`config.mk`:
```
export PLATFORM = sky130hd
export DESIGN_NAME = trace_buffer
export DESIGN_NICKNAME = d
export VERILOG_FILES = /design/src/rtl/trace_pkg.sv /design/src/rtl/trace_mem.sv /design/src/rtl/trace_buffer.sv
export SDC_FILE = /design/constraint.sdc
export NUM_CORES = 1
export LEC_CHECK = 0
export CORE_MARGIN = 2
export CORE_UTILIZATION = 45
export DETAILED_ROUTE_END_ITERATION = 6
export SLEW_MARGIN = 10
export SYNTH_ARGS = -nofsm -noshare
export SYNTH_HDL_FRONTEND = slang
export SYNTH_SLANG_ARGS = --single-unit
```
`constraint.sdc`:
```
create_clock -name clk -period 12.25 [get_ports clk]
set_input_delay 3.0625 -clock clk [delete_from_list [all_inputs] [get_ports clk]]
set_output_delay 3.0625 -clock clk [all_outputs]
set_load 0.02 [all_outputs]
```
`src/rtl/trace_pkg.sv`:
```
// Shared definitions for the retirement-trace capture buffer: FSM state
// encoding and the width of one stored trace entry.
package trace_pkg;

  typedef enum logic [2:0] {
    ST_IDLE    = 3'd0,
    ST_PRE     = 3'd1,
    ST_POST    = 3'd2,
    ST_FROZEN  = 3'd3,
    ST_READOUT = 3'd4
  } trace_state_e;

  // One entry packs {pc, rd, we, wdata}.
  function automatic int entry_width(input int pc_w, input int reg_w, input int data_w);
    return pc_w + reg_w + 1 + data_w;
  endfunction

endpackage

```
`src/rtl/trace_mem.sv`:
```
// Trace storage: flop array with one synchronous write port and one
// combinational read port. Data is deliberately not reset; only the
// pointers and counters in the controller define which entries are valid.
module trace_mem #(
  parameter int DEPTH = 16,
  parameter int WIDTH = 70,
  parameter int AW    = 4
) (
  input  logic             clk,
  input  logic             we,
  input  logic [AW-1:0]    waddr,
  input  logic [WIDTH-1:0] wdata,
  input  logic [AW-1:0]    raddr,
  output logic [WIDTH-1:0] rdata
);

  logic [WIDTH-1:0] mem_r [DEPTH];

  // Write the captured entry at the controller's write pointer.
  always_ff @(posedge clk) begin
    if (we) begin
      mem_r[waddr] <= wdata;
    end
  end

  assign rdata = mem_r[raddr];

endmodule

```
`src/rtl/trace_buffer.sv`:
```
// Retirement-trace capture buffer. Snoops committed instructions into a
// circular buffer, freezes a programmable number of commits after a PC-match
// trigger, then drains the frozen window oldest-first over valid/ready.
module trace_buffer
  import trace_pkg::*;
#(
  parameter int PC_WIDTH       = 32,
  parameter int DATA_WIDTH     = 32,
  parameter int REG_ADDR_WIDTH = 5,
  parameter int DEPTH          = 16,
  parameter int POST_TRIG      = 8
) (
  input  logic                       clk,
  input  logic                       rst_n,
  input  logic                       commit_valid,
  input  logic [PC_WIDTH-1:0]        commit_pc,
  input  logic [REG_ADDR_WIDTH-1:0]  commit_rd,
  input  logic                       commit_we,
  input  logic [DATA_WIDTH-1:0]      commit_wdata,
  input  logic                       arm,
  input  logic                       trig_en,
  input  logic [PC_WIDTH-1:0]        trig_pc,
  input  logic                       rd_start,
  input  logic                       rd_ready,
  output logic                       rd_valid,
  output logic [PC_WIDTH-1:0]        rd_pc,
  output logic [REG_ADDR_WIDTH-1:0]  rd_rd,
  output logic                       rd_we,
  output logic [DATA_WIDTH-1:0]      rd_wdata,
  output logic                       rd_last,
  output logic [2:0]                 state_o,
  output logic [$clog2(DEPTH):0]     count_o
);

  localparam int AW      = $clog2(DEPTH);
  localparam int CW      = AW + 1;
  localparam int ENTRY_W = entry_width(PC_WIDTH, REG_ADDR_WIDTH, DATA_WIDTH);
  localparam logic [CW-1:0] FULL    = CW'(DEPTH);
  localparam logic [CW-1:0] POST_LD = CW'(POST_TRIG);
  localparam logic [CW-1:0] ONE_C   = CW'(1);
  localparam logic [AW-1:0] ONE_P   = AW'(1);

  trace_state_e        state_r,    state_s;
  logic [AW-1:0]       wr_ptr_r,   wr_ptr_s;
  logic [AW-1:0]       rd_ptr_r,   rd_ptr_s;
  logic [CW-1:0]       count_r,    count_s;
  logic [CW-1:0]       post_cnt_r, post_cnt_s;
  logic [CW-1:0]       remain_r,   remain_s;
  logic                wr_en_s;
  logic                trig_hit_s;
  logic [ENTRY_W-1:0]  wr_entry_s;
  logic [ENTRY_W-1:0]  rd_entry_s;

  assign trig_hit_s = trig_en && (commit_pc == trig_pc);
  assign wr_entry_s = {commit_pc, commit_rd, commit_we, commit_wdata};

  trace_mem #(
    .DEPTH (DEPTH),
    .WIDTH (ENTRY_W),
    .AW    (AW)
  ) u_mem (
    .clk   (clk),
    .we    (wr_en_s),
    .waddr (wr_ptr_r),
    .wdata (wr_entry_s),
    .raddr (rd_ptr_r),
    .rdata (rd_entry_s)
  );

  // Next-state, pointer and counter logic; arm overrides everything.
  always_comb begin
    state_s    = state_r;
    wr_ptr_s   = wr_ptr_r;
    rd_ptr_s   = rd_ptr_r;
    count_s    = count_r;
    post_cnt_s = post_cnt_r;
    remain_s   = remain_r;
    wr_en_s    = 1'b0;
    if (arm) begin
      state_s    = ST_PRE;
      wr_ptr_s   = {AW{1'b0}};
      count_s    = {CW{1'b0}};
      post_cnt_s = {CW{1'b0}};
      remain_s   = {CW{1'b0}};
    end else begin
      case (state_r)
        ST_IDLE: begin
          state_s = ST_IDLE;
        end
        ST_PRE, ST_POST: begin
          if (commit_valid) begin
            wr_en_s  = 1'b1;
            wr_ptr_s = wr_ptr_r + ONE_P;
            // Saturating count: once full, each write overwrites the oldest.
            if (count_r != FULL) begin
              count_s = count_r + ONE_C;
            end else begin
              count_s = count_r;
            end
            if (state_r == ST_PRE) begin
              if (trig_hit_s) begin
                if (POST_TRIG == 0) begin
                  state_s = ST_FROZEN;
                end else begin
                  state_s    = ST_POST;
                  post_cnt_s = POST_LD;
                end
              end else begin
                state_s = ST_PRE;
              end
            end else begin
              post_cnt_s = post_cnt_r - ONE_C;
              if (post_cnt_r == ONE_C) begin
                state_s = ST_FROZEN;
              end else begin
                state_s = ST_POST;
              end
            end
          end else begin
            state_s = state_r;
          end
        end
        ST_FROZEN: begin
          if (rd_start) begin
            // Oldest entry sits at wr_ptr once the buffer has wrapped.
            if (count_r == FULL) begin
              rd_ptr_s = wr_ptr_r;
            end else begin
              rd_ptr_s = {AW{1'b0}};
            end
            remain_s = count_r;
            if (count_r == {CW{1'b0}}) begin
              state_s = ST_IDLE;
            end else begin
              state_s = ST_READOUT;
            end
          end else begin
            state_s = ST_FROZEN;
          end
        end
        ST_READOUT: begin
          if (rd_ready) begin
            rd_ptr_s = rd_ptr_r + ONE_P;
            remain_s = remain_r - ONE_C;
            if (remain_r == ONE_C) begin
              state_s = ST_IDLE;
            end else begin
              state_s = ST_READOUT;
            end
          end else begin
            state_s = ST_READOUT;
          end
        end
        default: begin
          state_s = ST_IDLE;
        end
      endcase
    end
  end

  // Control state registers with asynchronous reset.
  always_ff @(posedge clk or negedge rst_n) begin
    if (!rst_n) begin
      state_r    <= ST_IDLE;
      wr_ptr_r   <= {AW{1'b0}};
      rd_ptr_r   <= {AW{1'b0}};
      count_r    <= {CW{1'b0}};
      post_cnt_r <= {CW{1'b0}};
      remain_r   <= {CW{1'b0}};
    end else begin
      state_r    <= state_s;
      wr_ptr_r   <= wr_ptr_s;
      rd_ptr_r   <= rd_ptr_s;
      count_r    <= count_s;
      post_cnt_r <= post_cnt_s;
      remain_r   <= remain_s;
    end
  end

  // Readout fields are forced to zero when not valid so reset and idle
  // never expose undefined memory contents.
  assign rd_valid = (state_r == ST_READOUT);
  assign rd_last  = rd_valid && (remain_r == ONE_C);
  assign rd_pc    = rd_valid ? rd_entry_s[ENTRY_W-1 -: PC_WIDTH] : {PC_WIDTH{1'b0}};
  assign rd_rd    = rd_valid ? rd_entry_s[DATA_WIDTH+1 +: REG_ADDR_WIDTH] : {REG_ADDR_WIDTH{1'b0}};
  assign rd_we    = rd_valid ? rd_entry_s[DATA_WIDTH] : 1'b0;
  assign rd_wdata = rd_valid ? rd_entry_s[DATA_WIDTH-1:0] : {DATA_WIDTH{1'b0}};
  assign state_o  = state_r;
  assign count_o  = count_r;

endmodule

```
==> report_table.html, run 1 <==
<table>
<tr><th>Metric</th><th>Value</th></tr>
<tr><th colspan="2">Clock network</th></tr>
<tr><td>Clock tree from TritonCTS</td><td>done</td></tr>
<tr><td>Number of buffers inserted to repair setup after CTS</td><td>0</td></tr>
<tr><td>Hold buffers post-CTS</td><td>0</td></tr>
<tr><td>Clock Pin Slew Worst Setup and Hold Paths</td><td>about 0.06 ns</td></tr>
<tr><td>Root cell of the clock tree</td><td>sky130_fd_sc_hd__clkbuf_16</td></tr>
<tr><td>Sink Count</td><td>approximately 1.1k</td></tr>
<tr><td>Insertion delay of the later-clocked pin in the worst-skew pair</td><td>approximately 0.69 ns</td></tr>
<tr><td>CTS H-tree lvls</td><td>3</td></tr>
<tr><td>Number of CTS-inserted buffers</td><td>116</td></tr>
<tr><td>Clock buffer depth</td><td>3</td></tr>
<tr><td>CTS resizes</td><td>0</td></tr>
<tr><th colspan="2">Synth</th></tr>
<tr><td>Register bit count reported by yosys</td><td>1,146</td></tr>
<tr><td>Synthesized area divided by synthesized cell count</td><td>23.59 um2</td></tr>
<tr><td>Area share of the leading cell type in the synthesized netlist</td><td>0.7543</td></tr>
<tr><td>Count of cell types in the netlist</td><td>44</td></tr>
<tr><td>Post-Syn Nets</td><td>2,010</td></tr>
<tr><td>Syn Inst Count</td><td>1,890</td></tr>
<tr><td>Sequential element share of the synthesized area</td><td>0.7689</td></tr>
<tr><td>Number of warnings printed during yosys synthesis</td><td>0</td></tr>
<tr><td>Synthesized cell area</td><td>44,590 um2</td></tr>
<tr><td>Cell accounting for the most synthesized area</td><td>sky130_fd_sc_hd__edfxtp_1</td></tr>
<tr><td>Dominant cells by area after synthesis</td><td>sky130_fd_sc_hd__edfxtp_1 (75%), sky130_fd_sc_hd__mux4_2 (18%), sky130_fd_sc_hd__dfrtp_1 (1.5%)</td></tr>
<tr><th colspan="2">Die</th></tr>
<tr><td>Standard-cell rows</td><td>roughly 120</td></tr>
<tr><td>IO Count</td><td>189</td></tr>
<tr><td>Horiz. Die Dim</td><td>between 300 and 400 um</td></tr>
<tr><td>CORE AREA</td><td>98,280 um2</td></tr>
<tr><td>Die ar.</td><td>101,600 um2</td></tr>
<tr><td>Die Ht</td><td>318.8 um</td></tr>
<tr><td>Initial core utilization</td><td>0.4537</td></tr>
<tr><th colspan="2">Worst setup path</th></tr>
<tr><td>Worst path max stage delay</td><td>0.87 ns</td></tr>
<tr><td>Maximum net fanout on the critical path</td><td>47</td></tr>
<tr><td>Startpoint kind of the worst setup timing path</td><td>flip-flop</td></tr>
<tr><td>Required time of the worst setup path</td><td>9.19 ns</td></tr>
<tr><td>Critical path endpoint category</td><td>output port</td></tr>
<tr><td>Cells traversed along the worst timing path</td><td>buf_4 -&gt; buf_4 -&gt; mux4_2 -&gt; mux4_2 -&gt; and2_1 -&gt; clkdlybuf4s50_1</td></tr>
<tr><td>Type of the setup path with the least slack</td><td>reg2out</td></tr>
<tr><td>Critical path buffer and inverter count</td><td>3</td></tr>
<tr><td>Critical Path Slowest Stage Cell</td><td>sky130_fd_sc_hd__buf_4</td></tr>
<tr><td>Data arrival time of the critical path</td><td>5.05 ns</td></tr>
<tr><td>Kind of cell adding the most delay to the critical path</td><td>buffers and inverters</td></tr>
<tr><th colspan="2">Global routing</th></tr>
<tr><td>Global routing usage summed across all routing layers</td><td>0.2089</td></tr>
<tr><td>Number of antenna violations at the first check in global routing</td><td>13</td></tr>
<tr><td>GRT Residual Overflow</td><td>0</td></tr>
<tr><td>Global-route wire length before repair</td><td>152,300 um</td></tr>
<tr><td>Largest net degree at the start of global routing</td><td>105</td></tr>
<tr><td>Via count of the first global-routing pass</td><td>between 20k and 25k</td></tr>
<tr><th colspan="2">STA</th></tr>
<tr><td>Min cycle time layout</td><td>around 8 ns</td></tr>
<tr><td>Fin worst setup slack</td><td>4.139 ns</td></tr>
<tr><td>Max Freq</td><td>123.3 MHz</td></tr>
<tr><td>RSZ-0062 raised after global routing</td><td>no</td></tr>
<tr><td>Total setup violations reported at the end of the flow</td><td>0</td></tr>
<tr><td>Worst slew pin tran</td><td>1.274 ns</td></tr>
<tr><td>Final clock period utilization by the worst path</td><td>0.6622</td></tr>
<tr><td>Hold Violations, Final</td><td>0</td></tr>
<tr><td>Post-Route Skew</td><td>0.02159 ns</td></tr>
<tr><td>Final slew viol count</td><td>0</td></tr>
<tr><td>Slew HR</td><td>0.1504</td></tr>
<tr><td>Setup Total Neg Slack</td><td>0 ns</td></tr>
<tr><th colspan="2">Power and ir drop</th></tr>
<tr><td>IR Drop Worst-Case VDD</td><td>0.0001371 V</td></tr>
<tr><td>Clock Power Share</td><td>0.429</td></tr>
<tr><td>Switch share</td><td>0.1990</td></tr>
<tr><td>Proportion of power drawn by combinational gates</td><td>0.023</td></tr>
<tr><td>Cell internal pwr</td><td>roughly 6.3 mW</td></tr>
<tr><td>Pwr/cell area</td><td>roughly 150 nW/um2</td></tr>
<tr><td>Share of total power in sequential cells</td><td>0.548</td></tr>
<tr><td>Power consumption</td><td>around 8 mW</td></tr>
<tr><td>NetSw</td><td>1.576 mW</td></tr>
<tr><td>Static leakage</td><td>15.62 nW</td></tr>
<tr><th colspan="2">Placement</th></tr>
<tr><td>Final HPWL from detailed placement</td><td>54,670 um</td></tr>
<tr><td>Post-placement cell count</td><td>3,312</td></tr>
<tr><td>Setup slack after placement</td><td>4.705 ns</td></tr>
<tr><td>Number of buffers added on ports</td><td>188</td></tr>
<tr><td>Routability congestion estimate from global placement</td><td>0.7580</td></tr>
<tr><th colspan="2">Worst hold path</th></tr>
<tr><td>HP Class</td><td>reg2reg</td></tr>
<tr><th colspan="2">Drt</th></tr>
<tr><td>Antenna-violating nets left</td><td>0</td></tr>
<tr><td>Vias per std cell</td><td>between 5 and 6</td></tr>
<tr><td>Avg WL per Cell</td><td>roughly 30 um</td></tr>
<tr><td>Overall routed net length</td><td>105,500 um</td></tr>
<tr><td>Detailed-route via count</td><td>around 21k</td></tr>
<tr><td>Number of iterations in the first detailed-routing pass</td><td>7</td></tr>
<tr><td>Remaining DRCs</td><td>0</td></tr>
<tr><td>Number of design-rule violations left by the first detailed-router iteration</td><td>roughly 2.2k</td></tr>
<tr><th colspan="2">Run status</th></tr>
<tr><td>Outcome</td><td>complete, no violations</td></tr>
<tr><th colspan="2">Layout</th></tr>
<tr><td>Final std cells w/o fill</td><td>approximately 3.5k</td></tr>
<tr><td>Area added between synthesis and finish</td><td>15.91%</td></tr>
<tr><td>Final core utilization</td><td>0.5259</td></tr>
<tr><td>Share of cells above drive strength 1</td><td>0.2620</td></tr>
<tr><td>Total Nets Final</td><td>2,263</td></tr>
<tr><th colspan="2">Run</th></tr>
<tr><td>Maxcap violations</td><td>0</td></tr>
</table>
power groups by stage:
stage	logic [mW]	registers [mW]	clock network, mW
after floorplan	0.0545	4.43	0
after detailed placement	0.185	4.42	0
after global placement	0.179	4.42	0
after CTS	0.186	4.34	3.46
final	0.183	4.34	3.39
after global routing	0.197	4.34	3.61
layout by cell type, fill, tap and decap left out, drive strengths merged, types with 6 or more instances in the layout:
master,n
edfxtp,1120
mux4,350
clkdlybuf4s50,188
clkbuf,138
and2,71
clkinv,56
buf,46
nor2,40
xor2,34
dfrtp,26
nand2,18
a21oi,16
inv,14
nor4,11
ha,11
nand3,10
bufinv,9
nor3,8
xnor2,7
nand2b,6
nand4,6
clkinvlp,6
metrics by stage:
stage                     hold slack (ns)  cell area (um2)
after floorplan                    0.5069            44590
after global placement             0.5364            48030
after detailed placement           0.5450            48030
after CTS                          0.5584            51680
after global routing               0.5897            51680
final                              0.5544            51680
final cells by class:
type / count / area [um2]
fillers: 7497 / 46590
flip-flops and latches: 1146 / 34300
multi-input cells: 634 / 9844
clock buffers: 138 / 3028
repair buffers: 234 / 2240
well taps: 1287 / 1610
clock inverters: 74 / 615.6
inverters: 11 / 42.54
diodes: 1 / 2.502
layer usage:
layer	vias to the layer above	GRT usage	part of all wire
met1	11288	0.2941	0.42
li1	8544	-	-
met4	22	0.05203	0.022
met2	711	0.3372	0.49
met5	-	0	0.0014
met3	180	0.04299	0.065
flip-flops by register name, indices dropped and copies added (netlist names):
name / flops
u_mem.mem_r: 1120
state_o: 3
wr_ptr_r: 4
rd_ptr_r: 4
count_o: 5
post_cnt_r: 5
remain_r: 5
synthesized netlist by cell type, drive strengths merged:
cell,instances
and3,2
nor2b,1
nand2,18
buf,49
nand4b,1
xnor2,7
nand4,6
nor3,8
a31o,2
clkbuf,50
nor3b,2
o21ai,4
nor4b,4
nor4,11
o22ai,1
edfxtp,1120
or3,1
inv,11
nor2,40
o21bai,1
ha,11
dfrtp,26
or3b,1
nand3,10
or4b,1
a21o,2
o32ai,2
o31ai,4
a211oi,3
nand3b,2
mux4,350
nand2b,6
mux2,2
a32o,1
mux2i,4
a41oi,2
xor2,34
and4b,3
a21oi,16
and2,71
worst min-delay path: stages (launching register included):
cell	delay (ns)
sky130_fd_sc_hd__dfrtp_1	0.37
sky130_fd_sc_hd__a21oi_1	0.07
sky130_fd_sc_hd__nor2_1	0.08
path summary, 6_finish.rpt:
| path | start | endpoint | slack [ns] | cells after the start |
|---|---|---|---|---|
| max | rd_ptr_r[0] | rd_pc[21] | 4.14 | 6 |
| min reg2reg | remain_r[1] | remain_r[1] | 0.55 | 2 |
| max in group asynchronous | rst_n | rd_ptr_r[2] | 9.14 | 2 |
| max reg2reg | state_o[0] | u_mem.mem_r[14][44] | 8.18 | 7 |
| min in group asynchronous | rst_n | post_cnt_r[4] | 2.78 | 2 |
| min | remain_r[1] | remain_r[1] | 0.55 | 2 |
cell families (layout without fill, tap and decap cells):
logic type | after synthesis | in the layout | share of synthesized area
buf+inv | 110 | 457 | 0.01277
flops | 1146 | 1146 | 0.7689
compound gates | 38 | 38 | 0.005473
mux | 356 | 356 | 0.1782
fa+ha+maj | 11 | 11 | 0.003087
other cells | 0 | 1 | 0
xor+xnor | 41 | 41 | 0.008054
simple gates | 188 | 188 | 0.02352
Power figures use the tool's default switching activity.
==> run 2: changes to the inputs <==
==> constraint.sdc (replaced) <==
create_clock -name clk -period 7.7 [get_ports clk]
set_input_delay 1.925 -clock clk [delete_from_list [all_inputs] [get_ports clk]]
set_output_delay 1.925 -clock clk [all_outputs]
set_load 0.02 [all_outputs]
==> run 2 against run 1 <==
Total power grew 62%. Largest cell class unchanged. Register-to-register slack worse by 4.2 ns. Count of clock-buffer cells in the layout is 7 higher. Combinational power rose by 64%. Critical path depth down 1. Sequential share of layout area fell by 0.44 points.
==> report_table.html, run 2 (synthesis results as in run 1) <==
<table>
<tr><th>Metric</th><th>Value</th></tr>
<tr><th colspan="2">Run status</th></tr>
<tr><td>Outcome</td><td>complete, no violations</td></tr>
<tr><th colspan="2">Drt</th></tr>
<tr><td>Overall routed net length</td><td>102,700 um</td></tr>
<tr><td>Antenna-violating nets left</td><td>0</td></tr>
<tr><td>Remaining DRCs</td><td>0</td></tr>
<tr><td>Detailed-route via count</td><td>20.45k</td></tr>
<tr><td>Avg WL per Cell</td><td>~29 um</td></tr>
<tr><td>Number of design-rule violations left by the first detailed-router iteration</td><td>around 1.9k</td></tr>
<tr><td>Number of iterations in the first detailed-routing pass</td><td>5</td></tr>
<tr><td>Vias per std cell</td><td>~5.8</td></tr>
<tr><th colspan="2">STA</th></tr>
<tr><td>Setup Total Neg Slack</td><td>0 ns</td></tr>
<tr><td>Post-Route Skew</td><td>0.01489 ns</td></tr>
<tr><td>RSZ-0062 raised after global routing</td><td>no</td></tr>
<tr><td>Total setup violations reported at the end of the flow</td><td>0</td></tr>
<tr><td>Final slew viol count</td><td>0</td></tr>
<tr><td>Min cycle time layout</td><td>6.053 ns</td></tr>
<tr><td>Max Freq</td><td>between 150 and 200 MHz</td></tr>
<tr><td>Slew HR</td><td>0.2147</td></tr>
<tr><td>Fin worst setup slack</td><td>between 1.5 and 2 ns</td></tr>
<tr><td>Final clock period utilization by the worst path</td><td>0.7861</td></tr>
<tr><td>Worst slew pin tran</td><td>1.178 ns</td></tr>
<tr><td>Hold Violations, Final</td><td>0</td></tr>
<tr><th colspan="2">Global routing</th></tr>
<tr><td>Global-route wire length before repair</td><td>149,200 um</td></tr>
<tr><td>Number of antenna violations at the first check in global routing</td><td>8</td></tr>
<tr><td>GRT Residual Overflow</td><td>0</td></tr>
<tr><td>Largest net degree at the start of global routing</td><td>102</td></tr>
<tr><td>Via count of the first global-routing pass</td><td>approximately 22k</td></tr>
<tr><td>Global routing usage summed across all routing layers</td><td>0.2037</td></tr>
<tr><th colspan="2">Worst setup path</th></tr>
<tr><td>Cells traversed along the worst timing path</td><td>buf_4 -&gt; mux4_2 -&gt; mux4_2 -&gt; and2_1 -&gt; clkdlybuf4s50_1</td></tr>
<tr><td>Startpoint kind of the worst setup timing path</td><td>flip-flop</td></tr>
<tr><td>Crit path top cell by count</td><td>sky130_fd_sc_hd__mux4_2</td></tr>
<tr><td>Maximum net fanout on the critical path</td><td>41</td></tr>
<tr><td>Worst path max stage delay</td><td>1.03 ns</td></tr>
<tr><td>Type of the setup path with the least slack</td><td>reg2out</td></tr>
<tr><td>Critical Path Slowest Stage Cell</td><td>sky130_fd_sc_hd__dfrtp_4</td></tr>
<tr><td>Kind of cell adding the most delay to the critical path</td><td>buffers and inverters</td></tr>
<tr><td>Required time of the worst setup path</td><td>5.78 ns</td></tr>
<tr><td>Data arrival time of the critical path</td><td>4.13 ns</td></tr>
<tr><td>Critical path endpoint category</td><td>output port</td></tr>
<tr><td>Critical path buffer and inverter count</td><td>2</td></tr>
<tr><th colspan="2">Die</th></tr>
<tr><td>Standard-cell rows</td><td>115</td></tr>
<tr><td>CORE AREA</td><td>around 98,000 um2</td></tr>
<tr><td>Initial core utilization</td><td>0.4537</td></tr>
<tr><td>Die Ht</td><td>318.8 um</td></tr>
<tr><td>IO Count</td><td>189</td></tr>
<tr><td>Die ar.</td><td>101,600 um2</td></tr>
<tr><td>Horiz. Die Dim</td><td>318.8 um</td></tr>
<tr><th colspan="2">Layout</th></tr>
<tr><td>Most common cell after layout, fill and taps aside</td><td>sky130_fd_sc_hd__edfxtp_1</td></tr>
<tr><td>Share of cells above drive strength 1</td><td>0.2539</td></tr>
<tr><td>Max reg flops</td><td>around 1.1k</td></tr>
<tr><td>Final-layout fill cell count</td><td>7,499</td></tr>
<tr><td>Highest-count cells in the layout ignoring fill and taps</td><td>sky130_fd_sc_hd__edfxtp_1 (1,120), sky130_fd_sc_hd__mux4_2 (350), sky130_fd_sc_hd__clkdlybuf4s50_1 (188)</td></tr>
<tr><td>Final design area excluding fillers</td><td>52,030 um2</td></tr>
<tr><td>Total Nets Final</td><td>2,250</td></tr>
<tr><td>Register with the most flip-flops</td><td>u_mem.mem_r</td></tr>
<tr><td>Area added between synthesis and finish</td><td>16.69%</td></tr>
<tr><th colspan="2">Clock network</th></tr>
<tr><td>Clock buffer depth</td><td>3</td></tr>
<tr><td>Hold buffers post-CTS</td><td>0</td></tr>
<tr><td>Clock tree from TritonCTS</td><td>done</td></tr>
<tr><td>CTS resizes</td><td>0</td></tr>
<tr><td>Sink Count</td><td>1,146</td></tr>
<tr><td>CTS H-tree lvls</td><td>3</td></tr>
<tr><td>Insertion delay of the later-clocked pin in the worst-skew pair</td><td>0.68 ns</td></tr>
<tr><td>Number of CTS-inserted buffers</td><td>115</td></tr>
<tr><td>Clock Pin Slew Worst Setup and Hold Paths</td><td>0.06 ns</td></tr>
<tr><td>Number of buffers inserted to repair setup after CTS</td><td>0</td></tr>
<tr><td>Root cell of the clock tree</td><td>sky130_fd_sc_hd__clkbuf_16</td></tr>
<tr><th colspan="2">Power and ir drop</th></tr>
<tr><td>Pwr/cell area</td><td>246.0 nW/um2</td></tr>
<tr><td>Proportion of power drawn by combinational gates</td><td>0.024</td></tr>
<tr><td>Switch share</td><td>0.1953</td></tr>
<tr><td>Clock Power Share</td><td>0.437</td></tr>
<tr><td>NetSw</td><td>2.499 mW</td></tr>
<tr><td>Power consumption</td><td>12.80 mW</td></tr>
<tr><td>Share of total power in sequential cells</td><td>0.540</td></tr>
<tr><td>Static leakage</td><td>15.66 nW</td></tr>
<tr><td>Cell internal pwr</td><td>10.30 mW</td></tr>
<tr><td>IR Drop Worst-Case VDD</td><td>0.0001806 V</td></tr>
<tr><th colspan="2">Placement</th></tr>
<tr><td>Final HPWL from detailed placement</td><td>approximately 53,000 um</td></tr>
<tr><td>Number of buffers added on ports</td><td>188</td></tr>
<tr><td>Setup slack after placement</td><td>2.041 ns</td></tr>
<tr><td>Post-place instance area</td><td>just under 50,000 um2</td></tr>
<tr><td>Routability congestion estimate from global placement</td><td>0.7933</td></tr>
<tr><th colspan="2">Run</th></tr>
<tr><td>Maxcap violations</td><td>0</td></tr>
<tr><th colspan="2">Worst hold path</th></tr>
<tr><td>HP Class</td><td>reg2reg</td></tr>
</table>
-- run 2: changes by cell type in the layout (fill, tap and decap cells not counted), sizes merged --
cell,change
buf,-12
clkbuf,+7
bufinv,+6
clkinvlp,-5
clkinv,-3
inv,-1
-- run 2: final cells by class --
cell class,count,area [um2],area share
antenna,1,2.502,0.00004810
clock buffer,145,3054,0.05870
clock inverter,71,739.5,0.01421
inverter,11,42.54,0.0008176
multi-input combinational,634,9869,0.1897
sequential,1146,34300,0.6592
tap,1287,1610,0.03095
timing repair buffer,222,2412,0.04637
-- run 2: power groups by stage --
| stage | combinational, mW | sequential, mW | clock [mW] |
|---|---|---|---|
| 2_1_floorplan | 0.0869 | 7.04 | 0 |
| 3_3_place_gp | 0.292 | 7.04 | 0 |
| 3_5_place_dp | 0.303 | 7.04 | 0 |
| 4_1_cts | 0.304 | 6.91 | 5.70 |
| 5_1_grt | 0.324 | 6.91 | 5.93 |
| 6_report | 0.301 | 6.91 | 5.59 |
-- run 2: per-stage QoR --
stage          utilization  hold WS (ns)  instances
2_1_floorplan            -        0.5069       1890
3_3_place_gp        0.4908        0.5315       3300
3_5_place_dp        0.4908        0.5608       3300
4_1_cts             0.5294        0.5703       3516
5_1_grt             0.5294        0.6055       3516
6_report            0.5294        0.5757       3517
-- run 2: worst reg2reg max path: cells and delay by family, from the launching register on --
family        cells  cell delay (ns)
xor+xnor          1             0.19
buf+inv           1             0.63
flops             1             0.53
simple gates      4             1.98
-- run 2: per-layer routing --
layer  up-vias  global-route usage  routed length [um]
met3       168             0.04629                6736
met2       641              0.3279               49930
li1       8542                   -                   -
met5         -                   0                  75
met1     11086              0.2837               43520
met4        12             0.05234                2459
-- run 2: final timing paths --
check	from	endpoint	slack (ns)	cells after the start
setup reg to reg	state_o[0]	u_mem.mem_r[0][39]	3.96	6
max in group asynchronous	rst_n	rd_ptr_r[0]	5.73	2
setup / recovery	rd_ptr_r[0]	rd_pc[11]	1.65	5
min in group asynchronous	rst_n	rd_ptr_r[3]	1.65	2
hold reg to reg	remain_r[1]	remain_r[1]	0.58	2
hold / removal	remain_r[1]	remain_r[1]	0.58	2
==> run 3: changes to the inputs <==
==> constraint.sdc (replaced) <==
create_clock -name clk -period 6.1 [get_ports clk]
set_input_delay 1.525 -clock clk [delete_from_list [all_inputs] [get_ports clk]]
set_output_delay 1.525 -clock clk [all_outputs]
set_load 0.02 [all_outputs]
==> run 3 against run 2 <==
Sequential power grew 26%. Critical endpoint is now rd_wdata[2]. Total power grew 26%. Final cell count grew 0.74%. Design area grew 0.44%. Via count grew 1.5%. Routed wire length grew 2.5%. First-iteration DRC count grew 10%. Critical path type unchanged.
==> report_table.html, run 3 (synthesis results as in run 1) <==
<table>
<tr><th>Metric</th><th>Value</th></tr>
<tr><th colspan="2">Drt</th></tr>
<tr><td>Overall routed net length</td><td>105,300 um</td></tr>
<tr><td>Antenna-violating nets left</td><td>0</td></tr>
<tr><td>Avg WL per Cell</td><td>29.71 um</td></tr>
<tr><td>Number of design-rule violations left by the first detailed-router iteration</td><td>2,050</td></tr>
<tr><td>Detailed-route via count</td><td>20.75k</td></tr>
<tr><td>Remaining DRCs</td><td>0</td></tr>
<tr><td>Vias per std cell</td><td>5.855</td></tr>
<tr><td>Number of iterations in the first detailed-routing pass</td><td>7</td></tr>
<tr><th colspan="2">Clock network</th></tr>
<tr><td>Hold buffers post-CTS</td><td>0</td></tr>
<tr><td>Clock Pin Slew Worst Setup and Hold Paths</td><td>roughly 0.06 ns</td></tr>
<tr><td>Clock buffer depth</td><td>3</td></tr>
<tr><td>Insertion delay of the later-clocked pin in the worst-skew pair</td><td>slightly below 0.7 ns</td></tr>
<tr><td>Number of buffers inserted to repair setup after CTS</td><td>0</td></tr>
<tr><td>Clock tree from TritonCTS</td><td>done</td></tr>
<tr><td>Number of CTS-inserted buffers</td><td>116</td></tr>
<tr><td>CTS resizes</td><td>0</td></tr>
<tr><td>Root cell of the clock tree</td><td>sky130_fd_sc_hd__clkbuf_16</td></tr>
<tr><td>Sink Count</td><td>1,146</td></tr>
<tr><td>CTS H-tree lvls</td><td>3</td></tr>
<tr><th colspan="2">Layout</th></tr>
<tr><td>Final core utilization</td><td>0.5317</td></tr>
<tr><td>Most common cell after layout, fill and taps aside</td><td>sky130_fd_sc_hd__edfxtp_1</td></tr>
<tr><td>Area added between synthesis and finish</td><td>17.20%</td></tr>
<tr><td>Max reg flops</td><td>between 1k and 1.5k</td></tr>
<tr><td>Share of cells above drive strength 1</td><td>0.2671</td></tr>
<tr><td>Total Nets Final</td><td>2,278</td></tr>
<tr><td>Highest-count cells in the layout ignoring fill and taps</td><td>sky130_fd_sc_hd__edfxtp_1 (1,120), sky130_fd_sc_hd__mux4_2 (350), sky130_fd_sc_hd__clkdlybuf4s50_1 (188)</td></tr>
<tr><td>Register with the most flip-flops</td><td>u_mem.mem_r</td></tr>
<tr><th colspan="2">Die</th></tr>
<tr><td>Standard-cell rows</td><td>115</td></tr>
<tr><td>IO Count</td><td>189</td></tr>
<tr><td>Horiz. Die Dim</td><td>318.8 um</td></tr>
<tr><td>Die Ht</td><td>318.8 um</td></tr>
<tr><td>Initial core utilization</td><td>0.4537</td></tr>
<tr><td>CORE AREA</td><td>between 90,000 and 100,000 um2</td></tr>
<tr><td>Die ar.</td><td>101,600 um2</td></tr>
<tr><th colspan="2">Power and ir drop</th></tr>
<tr><td>Switch share</td><td>0.1941</td></tr>
<tr><td>IR Drop Worst-Case VDD</td><td>0.0002370 V</td></tr>
<tr><td>Static leakage</td><td>15.83 nW</td></tr>
<tr><td>Power consumption</td><td>16.13 mW</td></tr>
<tr><td>Clock Power Share</td><td>0.436</td></tr>
<tr><td>Proportion of power drawn by combinational gates</td><td>0.024</td></tr>
<tr><td>Pwr/cell area</td><td>just over 300 nW/um2</td></tr>
<tr><td>Share of total power in sequential cells</td><td>0.541</td></tr>
<tr><td>Cell internal pwr</td><td>13.00 mW</td></tr>
<tr><td>NetSw</td><td>between 3 and 4 mW</td></tr>
<tr><th colspan="2">STA</th></tr>
<tr><td>Setup Total Neg Slack</td><td>0 ns</td></tr>
<tr><td>Min cycle time layout</td><td>about 5.3 ns</td></tr>
<tr><td>Final clock period utilization by the worst path</td><td>0.8737</td></tr>
<tr><td>Fin worst setup slack</td><td>0.7702 ns</td></tr>
<tr><td>Final slew viol count</td><td>0</td></tr>
<tr><td>Post-Route Skew</td><td>0.02373 ns</td></tr>
<tr><td>Worst slew pin tran</td><td>around 1.2 ns</td></tr>
<tr><td>RSZ-0062 raised after global routing</td><td>no</td></tr>
<tr><td>Hold Violations, Final</td><td>0</td></tr>
<tr><td>Total setup violations reported at the end of the flow</td><td>0</td></tr>
<tr><td>Slew HR</td><td>0.1761</td></tr>
<tr><td>Max Freq</td><td>187.6 MHz</td></tr>
<tr><th colspan="2">Global routing</th></tr>
<tr><td>Via count of the first global-routing pass</td><td>22.13k</td></tr>
<tr><td>Number of antenna violations at the first check in global routing</td><td>9</td></tr>
<tr><td>GRT Residual Overflow</td><td>0</td></tr>
<tr><td>Global-route wire length before repair</td><td>~150,000 um</td></tr>
<tr><td>Global routing usage summed across all routing layers</td><td>0.2092</td></tr>
<tr><td>Largest net degree at the start of global routing</td><td>83</td></tr>
<tr><th colspan="2">Worst setup path</th></tr>
<tr><td>Data arrival time of the critical path</td><td>3.80 ns</td></tr>
<tr><td>Type of the setup path with the least slack</td><td>reg2out</td></tr>
<tr><td>Required time of the worst setup path</td><td>4.58 ns</td></tr>
<tr><td>End of the worst register-to-register path</td><td>u_mem.mem_r[15][11]</td></tr>
<tr><td>Critical path endpoint category</td><td>output port</td></tr>
<tr><td>Reg2reg start</td><td>state_o[0]</td></tr>
<tr><td>Startpoint kind of the worst setup timing path</td><td>flip-flop</td></tr>
<tr><td>Maximum net fanout on the critical path</td><td>79</td></tr>
<tr><td>R2R cell count</td><td>6</td></tr>
<tr><td>Register-to-register path setup slack</td><td>about 2.8 ns</td></tr>
<tr><th colspan="2">Placement</th></tr>
<tr><td>Routability congestion estimate from global placement</td><td>0.7705</td></tr>
<tr><td>Final HPWL from detailed placement</td><td>55,260 um</td></tr>
<tr><td>Number of buffers added on ports</td><td>188</td></tr>
<tr><td>Setup slack after placement</td><td>1.319 ns</td></tr>
<tr><th colspan="2">Run status</th></tr>
<tr><td>Outcome</td><td>complete, no violations</td></tr>
<tr><th colspan="2">Run</th></tr>
<tr><td>Maxcap violations</td><td>0</td></tr>
<tr><th colspan="2">Worst hold path</th></tr>
<tr><td>HP Class</td><td>reg2reg</td></tr>
<tr><td>Hold EP</td><td>remain_r[1]</td></tr>
<tr><td>Startpoint of the worst hold path</td><td>remain_r[1]</td></tr>
<tr><td>Cell count of the worst hold path</td><td>2</td></tr>
</table>
[run 3: worst max path at each step]
stage	from	to
after floorplan	commit_valid	u_mem.mem_r[12][0]
after global placement	commit_valid	u_mem.mem_r[15][11]
after detailed placement	commit_valid	u_mem.mem_r[15][10]
after CTS	rd_ptr_r[0]	rd_wdata[18]
after global routing	rd_ptr_r[0]	rd_wdata[2]
final	rd_ptr_r[0]	rd_wdata[2]
[run 3: critical path, cell delays in order (launching register included)]
cell,delay [ns]
sky130_fd_sc_hd__dfrtp_4,0.63
sky130_fd_sc_hd__buf_12,0.51
sky130_fd_sc_hd__mux4_2,0.59
sky130_fd_sc_hd__mux4_2,0.55
sky130_fd_sc_hd__and2_1,0.20
sky130_fd_sc_hd__clkdlybuf4s50_1,0.54
[run 3: layout make-up]
cell class	count	area, um2
Timing Repair Buffer	249	2653
Tap cell	1287	1610
Fill cell	7495	46020
Clock inverter	69	684.4
Inverter	11	42.54
Antenna cell	2	5.005
Sequential cell	1146	34300
Clock buffer	145	3095
Multi-Input combinational cell	634	9869
[run 3: metal layers]
metal  share of wire  up-vias  GRT usage  wire, um
met4           0.018       14    0.04824      1927
met2            0.49      663     0.3393     51640
met1            0.42    11313     0.2929     44460
met3           0.068      159    0.04566      7148
li1                -     8597          -         -
met5         0.00093        -          0        98
[run 3: power by group through the flow]
| stage | combinational, mW | clock [mW] | sequential [mW] |
|---|---|---|---|
| finish | 0.379 | 7.03 | 8.72 |
| global route | 0.409 | 7.49 | 8.72 |
| CTS | 0.384 | 7.19 | 8.72 |
| detailed placement | 0.383 | 0 | 8.88 |
| global placement | 0.369 | 0 | 8.88 |
| floorplan | 0.110 | 0 | 8.88 |
[run 3: stage by stage]
stage	instances	area, um2	hold WS, ns
after CTS	3541	52250	0.5598
after global routing	3541	52250	0.5862
final	3543	52260	0.5591
after detailed placement	3327	48470	0.5483
after global placement	3327	48470	0.5289
after floorplan	1890	44610	0.5069
